$ cat src/rtl/adder_share_arbiter_if.sv
// -----------------------------------------------------------------------------
// adder_share_arbiter_if
// Groups the requester, adder and response signals of the shared-adder
// arbiter into one bundle.
//   req_valid/req_ready/req_a/req_b/req_cin : requester side (packed per id)
//   add_a/add_b/add_cin/add_sum/add_cout    : shared adder wrapper side
//   rsp_valid/rsp_id/rsp_sum/rsp_cout       : result return side
// Modports:
//   slave  - the arbiter's view
//   master - the surrounding system (clients + adder wrapper)
// -----------------------------------------------------------------------------
interface adder_share_arbiter_if #(
    parameter int NREQ  = 4,
    parameter int WIDTH = 64,
    parameter int IDW   = 2
);
    logic [NREQ-1:0]       req_valid;
    logic [NREQ-1:0]       req_ready;
    logic [NREQ*WIDTH-1:0] req_a;
    logic [NREQ*WIDTH-1:0] req_b;
    logic [NREQ-1:0]       req_cin;
    logic [WIDTH-1:0]      add_a;
    logic [WIDTH-1:0]      add_b;
    logic                  add_cin;
    logic [WIDTH-1:0]      add_sum;
    logic                  add_cout;
    logic [NREQ-1:0]       rsp_valid;
    logic [IDW-1:0]        rsp_id;
    logic [WIDTH-1:0]      rsp_sum;
    logic                  rsp_cout;

    modport slave (
        input  req_valid, req_a, req_b, req_cin, add_sum, add_cout,
        output req_ready, add_a, add_b, add_cin,
               rsp_valid, rsp_id, rsp_sum, rsp_cout
    );

    modport master (
        output req_valid, req_a, req_b, req_cin, add_sum, add_cout,
        input  req_ready, add_a, add_b, add_cin,
               rsp_valid, rsp_id, rsp_sum, rsp_cout
    );
endinterface

$ cat src/rtl/adder_share_arbiter.sv
// -----------------------------------------------------------------------------
// adder_share_arbiter
// Shares one fixed-latency pipelined adder between NREQ requesters. A
// round-robin arbiter grants at most one request per cycle, registers the
// winner's operands toward the adder, and carries the winner's id down a tag
// pipeline aligned with the adder latency so the result is returned to the
// requester that issued it.
//
// Ports:
//   clk        rising-edge clock
//   rst_n      asynchronous active-low reset
//   bus        adder_share_arbiter_if.slave (requests, adder, responses)
// Optional (macro ADD_ARB_STATS_EN defined):
//   stats_clr  synchronous clear of the grant counters
//   grant_cnt  NREQ x 32-bit wrapping grant counters, requester i at [i*32 +: 32]
// -----------------------------------------------------------------------------
module adder_share_arbiter #(
    parameter int NREQ  = 4,
    parameter int WIDTH = 64,
    parameter int LAT   = 2,
    parameter int IDW   = 2
) (
    input  logic                  clk,
    input  logic                  rst_n,
    adder_share_arbiter_if.slave  bus
`ifdef ADD_ARB_STATS_EN
    ,
    input  logic                  stats_clr,
    output logic [NREQ*32-1:0]    grant_cnt
`endif
);

    logic [IDW-1:0]   rr_ptr;
    logic [NREQ-1:0]  at_or_above;
    logic [NREQ-1:0]  upper_req;
    logic [NREQ-1:0]  grant;
    logic [IDW-1:0]   gnt_idx;
    logic             any_req;
    logic             issue;

    logic [WIDTH-1:0] sel_a;
    logic [WIDTH-1:0] sel_b;
    logic             sel_cin;

    logic [WIDTH-1:0] add_a_q;
    logic [WIDTH-1:0] add_b_q;
    logic             add_cin_q;

    logic             tag_vld [0:LAT];
    logic [IDW-1:0]   tag_id  [0:LAT];

    logic [NREQ-1:0]  rsp_valid_q;
    logic [IDW-1:0]   rsp_id_q;
    logic [WIDTH-1:0] rsp_sum_q;
    logic             rsp_cout_q;

    // Round-robin pick: lowest valid index at or above rr_ptr; if none, the
    // search wraps and the lowest valid index overall wins.
    always_comb begin
        at_or_above = '0;
        for (int i = 0; i < NREQ; i++) begin
            at_or_above[i] = (IDW'(i) >= rr_ptr);
        end
        upper_req = bus.req_valid & at_or_above;
        any_req   = |bus.req_valid;
        gnt_idx   = '0;
        for (int i = NREQ - 1; i >= 0; i--) begin
            if (bus.req_valid[i]) gnt_idx = IDW'(i);
        end
        for (int i = NREQ - 1; i >= 0; i--) begin
            if (upper_req[i]) gnt_idx = IDW'(i);
        end
        grant = '0;
        for (int i = 0; i < NREQ; i++) begin
            grant[i] = any_req && (gnt_idx == IDW'(i));
        end
    end

    assign issue = |(bus.req_valid & grant);

    always_comb begin
        sel_a   = '0;
        sel_b   = '0;
        sel_cin = 1'b0;
        for (int i = 0; i < NREQ; i++) begin
            if (grant[i]) begin
                sel_a   = bus.req_a[i*WIDTH +: WIDTH];
                sel_b   = bus.req_b[i*WIDTH +: WIDTH];
                sel_cin = bus.req_cin[i];
            end
        end
    end

    // Operand register and pointer; both hold when nothing issues.
    always_ff @(posedge clk or negedge rst_n) begin
        if (!rst_n) begin
            rr_ptr    <= '0;
            add_a_q   <= '0;
            add_b_q   <= '0;
            add_cin_q <= 1'b0;
        end else if (issue) begin
            add_a_q   <= sel_a;
            add_b_q   <= sel_b;
            add_cin_q <= sel_cin;
            rr_ptr    <= (gnt_idx == IDW'(NREQ - 1)) ? '0 : gnt_idx + IDW'(1);
        end
    end

    // Tag pipe never stalls: the adder has no backpressure. Stage LAT lines up
    // with add_sum for the operands issued LAT+1 cycles earlier. Clearing it on
    // reset drops results the adder may still emit for pre-reset issues.
    always_ff @(posedge clk or negedge rst_n) begin
        if (!rst_n) begin
            for (int k = 0; k <= LAT; k++) begin
                tag_vld[k] <= 1'b0;
                tag_id[k]  <= '0;
            end
        end else begin
            tag_vld[0] <= issue;
            tag_id[0]  <= gnt_idx;
            for (int k = 1; k <= LAT; k++) begin
                tag_vld[k] <= tag_vld[k-1];
                tag_id[k]  <= tag_id[k-1];
            end
        end
    end

    always_ff @(posedge clk or negedge rst_n) begin
        if (!rst_n) begin
            rsp_valid_q <= '0;
            rsp_id_q    <= '0;
            rsp_sum_q   <= '0;
            rsp_cout_q  <= 1'b0;
        end else if (tag_vld[LAT]) begin
            rsp_valid_q <= NREQ'(1) << tag_id[LAT];
            rsp_id_q    <= tag_id[LAT];
            rsp_sum_q   <= bus.add_sum;
            rsp_cout_q  <= bus.add_cout;
        end else begin
            rsp_valid_q <= '0;
        end
    end

    assign bus.req_ready = grant;
    assign bus.add_a     = add_a_q;
    assign bus.add_b     = add_b_q;
    assign bus.add_cin   = add_cin_q;
    assign bus.rsp_valid = rsp_valid_q;
    assign bus.rsp_id    = rsp_id_q;
    assign bus.rsp_sum   = rsp_sum_q;
    assign bus.rsp_cout  = rsp_cout_q;

`ifdef ADD_ARB_STATS_EN
    logic [31:0] cnt [NREQ];

    // Clear wins over a coincident issue.
    always_ff @(posedge clk or negedge rst_n) begin
        if (!rst_n) begin
            for (int i = 0; i < NREQ; i++) cnt[i] <= '0;
        end else if (stats_clr) begin
            for (int i = 0; i < NREQ; i++) cnt[i] <= '0;
        end else begin
            for (int i = 0; i < NREQ; i++) begin
                if (grant[i] && bus.req_valid[i]) cnt[i] <= cnt[i] + 32'd1;
            end
        end
    end

    always_comb begin
        grant_cnt = '0;
        for (int i = 0; i < NREQ; i++) begin
            grant_cnt[i*32 +: 32] = cnt[i];
        end
    end
`endif

endmodule

$ cat src/flat_wrapper.sv
// flat-port wrapper written by rule: the top's interface ports become plain ports
module adder_share_arbiter_flat 
#(
    parameter int NREQ  = 4,
    parameter int WIDTH = 64,
    parameter int LAT   = 2,
    parameter int IDW   = 2
)
  (clk, rst_n, bus_req_valid, bus_req_a, bus_req_b, bus_req_cin, bus_add_sum, bus_add_cout, bus_req_ready, bus_add_a, bus_add_b, bus_add_cin, bus_rsp_valid, bus_rsp_id, bus_rsp_sum, bus_rsp_cout);
  adder_share_arbiter_if #(.NREQ(NREQ), .WIDTH(WIDTH), .IDW(IDW)) bus_i ();
  input  logic clk;
  input  logic rst_n;
  input wire logic [$bits(bus_i.req_valid)-1:0] bus_req_valid;
  input wire logic [$bits(bus_i.req_a)-1:0] bus_req_a;
  input wire logic [$bits(bus_i.req_b)-1:0] bus_req_b;
  input wire logic [$bits(bus_i.req_cin)-1:0] bus_req_cin;
  input wire logic [$bits(bus_i.add_sum)-1:0] bus_add_sum;
  input wire logic [$bits(bus_i.add_cout)-1:0] bus_add_cout;
  output wire logic [$bits(bus_i.req_ready)-1:0] bus_req_ready;
  output wire logic [$bits(bus_i.add_a)-1:0] bus_add_a;
  output wire logic [$bits(bus_i.add_b)-1:0] bus_add_b;
  output wire logic [$bits(bus_i.add_cin)-1:0] bus_add_cin;
  output wire logic [$bits(bus_i.rsp_valid)-1:0] bus_rsp_valid;
  output wire logic [$bits(bus_i.rsp_id)-1:0] bus_rsp_id;
  output wire logic [$bits(bus_i.rsp_sum)-1:0] bus_rsp_sum;
  output wire logic [$bits(bus_i.rsp_cout)-1:0] bus_rsp_cout;
  assign bus_i.req_valid = bus_req_valid;
  assign bus_i.req_a = bus_req_a;
  assign bus_i.req_b = bus_req_b;
  assign bus_i.req_cin = bus_req_cin;
  assign bus_i.add_sum = bus_add_sum;
  assign bus_i.add_cout = bus_add_cout;
  assign bus_req_ready = bus_i.req_ready;
  assign bus_add_a = bus_i.add_a;
  assign bus_add_b = bus_i.add_b;
  assign bus_add_cin = bus_i.add_cin;
  assign bus_rsp_valid = bus_i.rsp_valid;
  assign bus_rsp_id = bus_i.rsp_id;
  assign bus_rsp_sum = bus_i.rsp_sum;
  assign bus_rsp_cout = bus_i.rsp_cout;
  adder_share_arbiter #(.NREQ(NREQ), .WIDTH(WIDTH), .LAT(LAT), .IDW(IDW)) u_core (.clk(clk), .rst_n(rst_n), .bus(bus_i));
endmodule
$ cat config.mk
export PLATFORM = sky130hd
export DESIGN_NAME = adder_share_arbiter_flat
export DESIGN_NICKNAME = d
export VERILOG_FILES = /design/src/rtl/adder_share_arbiter_if.sv /design/src/rtl/adder_share_arbiter.sv /design/src/flat_wrapper.sv
export SDC_FILE = /design/constraint.sdc
export NUM_CORES = 1
export LEC_CHECK = 0
export CAP_MARGIN = 20
export CORE_AREA = 2 2 312 314
export DETAILED_ROUTE_END_ITERATION = 8
export DIE_AREA = 0 0 314 316
export PLACE_DENSITY_LB_ADDON = 0.12
export SKIP_CTS_REPAIR_TIMING = 1
export SLEW_MARGIN = 20
export SYNTH_ARGS = -nofsm -noshare
export SYNTH_HDL_FRONTEND = slang
export SYNTH_SLANG_ARGS = --single-unit
export TNS_END_PERCENT = 100
$ cat constraint.sdc
create_clock -name clk -period 3.05 [get_ports clk]
set_input_delay 0.4575 -clock clk [delete_from_list [all_inputs] [get_ports clk]]
set_output_delay 0.4575 -clock clk [all_outputs]
set_load 0.01 [all_outputs]
==> results of run 1 <==
-- per-layer routing --
layer  vias to the layer above  track usage, %  part of all wire [%]  routed length (microns)
li1                       5810               -                     -                        -
met1                      5945            14.2                    37                    24900
met2                       446            23.9                    53                    35500
met3                        78            3.44                   7.2                     4780
met4                         0            3.57                   2.5                     1650
met5                         -               0                     0                        0
-- cell families (layout without fill, tap and decap cells) --
kind of cell,count (synthesis),after routing
other,0,3
buffers and inverters,126,965
adders and majority gates,4,4
and+or+nand+nor,275,275
DFF,211,211
muxes,68,68
AOI/OAI and AO/OA,397,397
-- critical path, stage by stage (launching register included) --
cell and delay (ns):
dfrtp_1 0.42, inv_1 0.07, o31ai_1 0.32, o22a_1 0.29, ha_1 0.28, nor2b_4 0.21, dlymetal6s2s_1 0.27
-- through the flow --
stage,hold slack (ns),util (%)
2_1_floorplan,0.162,-
3_5_place_dp,0.335,22.2
6_report,0.347,23.4
5_1_grt,0.355,23.4
3_3_place_gp,0.333,22.2
4_1_cts,-0.160,23.4
-- state kept, by name (all words and copies together), names as in the netlist --
signal,flops
u_core.bus.rsp_cout,1
u_core.bus.rsp_valid,4
u_core.rr_ptr,2
u_core.bus.add_cin,1
u_core.tag_id,6
u_core.bus.add_b,64
u_core.bus.add_a,64
u_core.bus.rsp_sum,64
u_core.bus.rsp_id,2
u_core.tag_vld,3
-- report_power, final --
group | internal [W] | total [W] | switching, W
Sequential | 0.00429 | 0.00515 | 0.000862
Combinational | 0.00651 | 0.0127 | 0.00619
Clock | 0.00239 | 0.00387 | 0.00148
Total | 0.0132 | 0.0217 | 0.00853
-- layout make-up --
class / instances / share of cell area (%)
Antenna cell: 3 / 0.0334
Clock buffer: 44 / 4.02
Clock inverter: 14 / 0.851
Inverter: 4 / 0.0668
Multi-Input combinational cell: 744 / 24.2
Sequential cell: 211 / 23.5
Tap cell: 1276 / 7.10
Timing Repair Buffer: 903 / 40.3
-- synthesized netlist by cell type, types with 2 or more instances --
cell,count
mux2_2,67
ha_1,4
dfrtp_1,211
nand2_1,4
nor2b_1,5
o21ai_0,2
a21oi_1,129
nand2b_1,129
buf_2,45
nor2_1,132
a221o_1,129
clkbuf_1,75
a32oi_1,129
a22oi_1,2
inv_1,4
-- worst max path at each step --
stage / cells past startpoint / slack (ns) / end
floorplan: 7 / 0.67 / bus_req_ready[2]
global placement: 8 / -0.71 / bus_req_ready[0]
detailed placement: 7 / -0.60 / bus_req_ready[0]
CTS: 8 / -0.83 / bus_req_ready[0]
global route: 6 / -0.0006 / bus_req_ready[3]
finish: 6 / 0.13 / bus_req_ready[3]
==> results.cfg, run 1 <==
[power_and_ir_drop]
power.density_nw_per_um2 = 966
power_leakage_nw = 8.39
total_power_w = 0.0217
ir_drop_v = 0.000473

[critical_path]
startpoint = u_core.rr_ptr[0]
reg2regPathDepth = 11
worstSetupPathType = reg -> out
critPathMaxFanout = 4
crit_required_ns = 2.59
cp.arrival_ns = 2.46
rrSetupSlack_ns = 0.38
worstReg2RegEnd = u_core.bus.add_a[20]
end_kind = output port
reg2reg_from = u_core.rr_ptr[0]
critPathLaunchType = flop

[outcome]
status = finished, final reports clean

[timing]
clock_skew_ns = 0.0198
max_freq_mhz = 342
finalHoldViolCount = 0
period_share_pct = 95.7
slew_headroom_pct = 47.6
fin_crit_ns = 2.92
fin_ws_ns = 0.130
setup_viol = 0
final-max-slew-violation-count = 0
tightest_slew_ns = 0.786
fin_tns_setup_ns = 0

[final_layout]
area_growth_pct = 101
nNetsFinal = 2486
final_common_cell = clkdlybuf4s50_1
drive_gt1_share_pct = 12.9
layout_common_cells = clkdlybuf4s50_1, dfrtp_1, nor2_1
multi_input_area_sq_um = 5430
final_area_sq_um = 22500
register_area_sq_um = 5280
fill_cells = 10400
instances_no_fill = 3199

[yosys]
synth_area_leaders = dfrtp_1, a221o_1, a32oi_1
synth_top_family_by_area = compound AO/OA/AOI/OAI gates
synth-simple-area-share_pct = 12.5
yosysTopAreaCellShare_pct = 47.3
yosys.area.top_type = dfrtp_1
synth_compound_area_share_pct = 28.1
synthArstFlopShare_pct = 100
avgSynthCellArea_sq_um = 10.3
synth_cell_types = 29
synthAdderAreaFrac_pct = 0.448
ys_ff_latch = 211
ys.warnings.count = 0
syn_inst = 1081
synth_flop_cell = dfrtp_1
synth_mux_area_share_pct = 6.85
synth_edf_count = 0
ys_seq_area_share_pct = 47.3
syn_nets = 1672
synthXorXnorAreaFrac_pct = 0
synth.cell_area_sq_um = 11200

[placed_design]
post-place-cells = 3137
pre_cts_slack_ns = -0.604
gp_congestion = 0.793
portBuffers = 790
place_area_sq_um = 21300
hpwl_microns = 53700

[route]
postRouteAntennaNets = 0
wire_per_inst_microns = 20.9
drtPass1Iterations = 5
vias = 12300
via_per_inst = 3.84
route.detailed.drc = 0
drt_iter0_drc = 540
wirelength_microns = 66800

[clock_tree]
clk_pin_slew_worst_paths_ns = 0.06
numCtsBuffers = 31
cts-htree-levels = 1
cts_tree = built
cts-root-buf = clkbuf_16
cts.sinks = 211
clk_latency_ns = 0.60
clk_path_buf_depth = 3

[floorplanning]
dieArea_sq_um = 99200
io_pins = 791
die_y_microns = 316
start_util_pct = 11.6
core_sq_um = 96000
die_w_microns = 314
rows = 114

[worst_hold_path]
hold_path_depth = 0
hold_end = u_core.tag_id[1]
min-delay-start = u_core.tag_id[3]
min_path_type = reg -> reg

[global_routing]
first_global_vias = 13500
gr-total-overflow = 0
grt_usage_pct = 12.8
grt_antenna_before_repair = 2
grt_pass1_wl_microns = 94000
grt_max_degree = 84

[flow_run]
max_cap_viol_count = 0
Power figures use the tool's default switching activity.
==> inputs of run 2 (changes only) <==
--- a/config.mk
+++ b/config.mk
@@ -9,7 +9,7 @@
 export CORE_AREA = 2 2 312 314
 export DETAILED_ROUTE_END_ITERATION = 8
 export DIE_AREA = 0 0 314 316
-export PLACE_DENSITY_LB_ADDON = 0.12
+export PLACE_DENSITY_LB_ADDON = 0.25
 export SKIP_CTS_REPAIR_TIMING = 1
 export SLEW_MARGIN = 20
 export SYNTH_ARGS = -nofsm -noshare
==> run 2 against run 1 <==
Against the previous run:
- utilization down 0.33 points
- power is 3.0% lower
- design area is 1.4% lower
- critical path depth increased by 2
- critical endpoint unchanged
- highest routed layer is now met5
==> results.cfg, run 2 (synthesized netlist as in run 1, its figures left out) <==
[critical_path]
crit_slowest_cell = dfrtp_1
cp.arrival_ns = 2.34
reg2regPathDepth = 10
crit_required_ns = 2.59
critPathMaxFanout = 5
critical-path-top-delay-family = buffers and inverters
end_kind = output port
critical_path_buf_inv_count = 4
worst-path-stages = 8
worstSetupPathType = reg -> out
critPathLaunchType = flop
slowest_delay_ns = 0.44
cp_common_cell = inv_1
cp_cell_sequence = inv_1, a21boi_0, o221ai_1, buf_4, inv_1, ha_1, nor2b_4, dlymetal6s2s_1

[clock_tree]
cts.sinks = 211
cts-root-buf = clkbuf_16
clk_path_buf_depth = 3
cts_tree = built
numCtsBuffers = 28
clk_latency_ns = 0.57
clk_pin_slew_worst_paths_ns = 0.06
cts-htree-levels = 1

[final_layout]
area_growth_pct = 98.6
fill_cells = 10300
fin_util_pct = 23.1
nNetsFinal = 2459
final_area_sq_um = 22200
drive_gt1_share_pct = 11.0
layout_common_cells = clkdlybuf4s50_1, dfrtp_1, nor2_1
final_common_cell = clkdlybuf4s50_1

[route]
drt_iter0_drc = 620
via_per_inst = 3.89
drtPass1Iterations = 5
postRouteAntennaNets = 0
wirelength_microns = 61900
wire_per_inst_microns = 19.6
vias = 12300
route.detailed.drc = 0

[timing]
max_freq_mhz = 358
finalHoldViolCount = 0
setup_viol = 0
rsz0062_at_grt = no
period_share_pct = 91.6
slew_headroom_pct = 46.4
clock_skew_ns = 0.0106
fin_ws_ns = 0.256
fin_crit_ns = 2.79
final-max-slew-violation-count = 0
tightest_slew_ns = 0.804

[placed_design]
portBuffers = 790
gp_congestion = 0.856
hpwl_microns = 48300
place_area_sq_um = 21200
pre_cts_slack_ns = -0.230

[floorplanning]
die_w_microns = 314
io_pins = 791
die_y_microns = 316
dieArea_sq_um = 99200
core_sq_um = 96000
rows = 114
start_util_pct = 11.6

[global_routing]
grt_usage_pct = 11.6
grt_antenna_before_repair = 7
first_global_vias = 13000
grt_pass1_wl_microns = 86900
grt_max_degree = 79
gr-total-overflow = 0

[worst_hold_path]
min_path_type = reg -> reg
hold_path_depth = 0

[power_and_ir_drop]
power.density_nw_per_um2 = 951
ir_drop_v = 0.000446
power_leakage_nw = 8.21

[outcome]
status = finished, final reports clean

[flow_run]
max_cap_viol_count = 0
==> run 2: cell count changes in the layout (fill, tap and decap cells not counted), sizes merged <==
cell / change
buf: -24
clkbuf: -5
clkinv: -5
clkinvlp: -1
dlymetal6s2s: +1
inv: -1
==> run 2: stage by stage <==
step	power [W]	instances	hold WS [ns]	setup TNS, ns
5_1_grt	0.0226	3163	0.349	0
2_1_floorplan	0.0110	1081	0.162	0
4_1_cts	0.0215	3159	-0.120	-0.492
6_report	0.0211	3164	0.346	0
3_5_place_dp	0.0178	3112	0.335	-10.94
3_3_place_gp	0.0176	3112	0.333	-13.87
==> run 2: where the power goes <==
part	internal [W]	leakage (nW)	switching, W
Clock	0.00219	0.479	0.00133
Sequential	0.00429	2.46	0.000859
Combinational	0.00643	5.27	0.00598
Total	0.0129	8.21	0.00817
==> run 2: layer usage <==
| layer | up-vias | routed length, microns | GRT usage (%) |
|---|---|---|---|
| met3 | 85 | 3810 | 2.41 |
| li1 | 5747 | - | - |
| met1 | 5992 | 24300 | 13.6 |
| met4 | 4 | 1740 | 3.85 |
| met5 | - | 27 | 0 |
| met2 | 487 | 32000 | 21.0 |
==> run 2: area by class of cell <==
class / instances / area [sq um] / share of cell area (%)
clock buffers: 40 / 826 / 3.73
repair buffers: 879 / 8880 / 40.1
clock inverters: 7 / 146 / 0.660
inverters: 4 / 15.0 / 0.0677
flip-flops and latches: 211 / 5280 / 23.8
diodes: 3 / 7.51 / 0.0339
well taps: 1276 / 1600 / 7.20
multi-input cells: 744 / 5420 / 24.4
==> run 2: path summary, 6_finish.rpt <==
| path | startpoint | to | slack [ns] |
|---|---|---|---|
| worst max-delay path | u_core.rr_ptr[1] | bus_req_ready[3] | 0.26 |
| worst min-delay path | u_core.tag_id[3] | u_core.tag_id[1] | 0.35 |
| worst max register to register | u_core.rr_ptr[1] | u_core.bus.add_a[49] | 0.33 |
| worst min register to register | u_core.tag_id[3] | u_core.tag_id[1] | 0.35 |
| max in group asynchronous | rst_n | u_core.bus.add_a[29] | 1.81 |
| min in group asynchronous | rst_n | u_core.bus.rsp_sum[2] | 0.46 |
==> run 2: worst reg2reg max path, cell delays in order, from the launching register on <==
cell	delay (ns)
dfrtp_1	0.44
inv_1	0.08
a21boi_0	0.17
o221ai_1	0.13
buf_4	0.17
inv_1	0.14
ha_4	0.21
buf_4	0.55
a221o_1	0.47
a32oi_1	0.12
a21oi_1	0.16
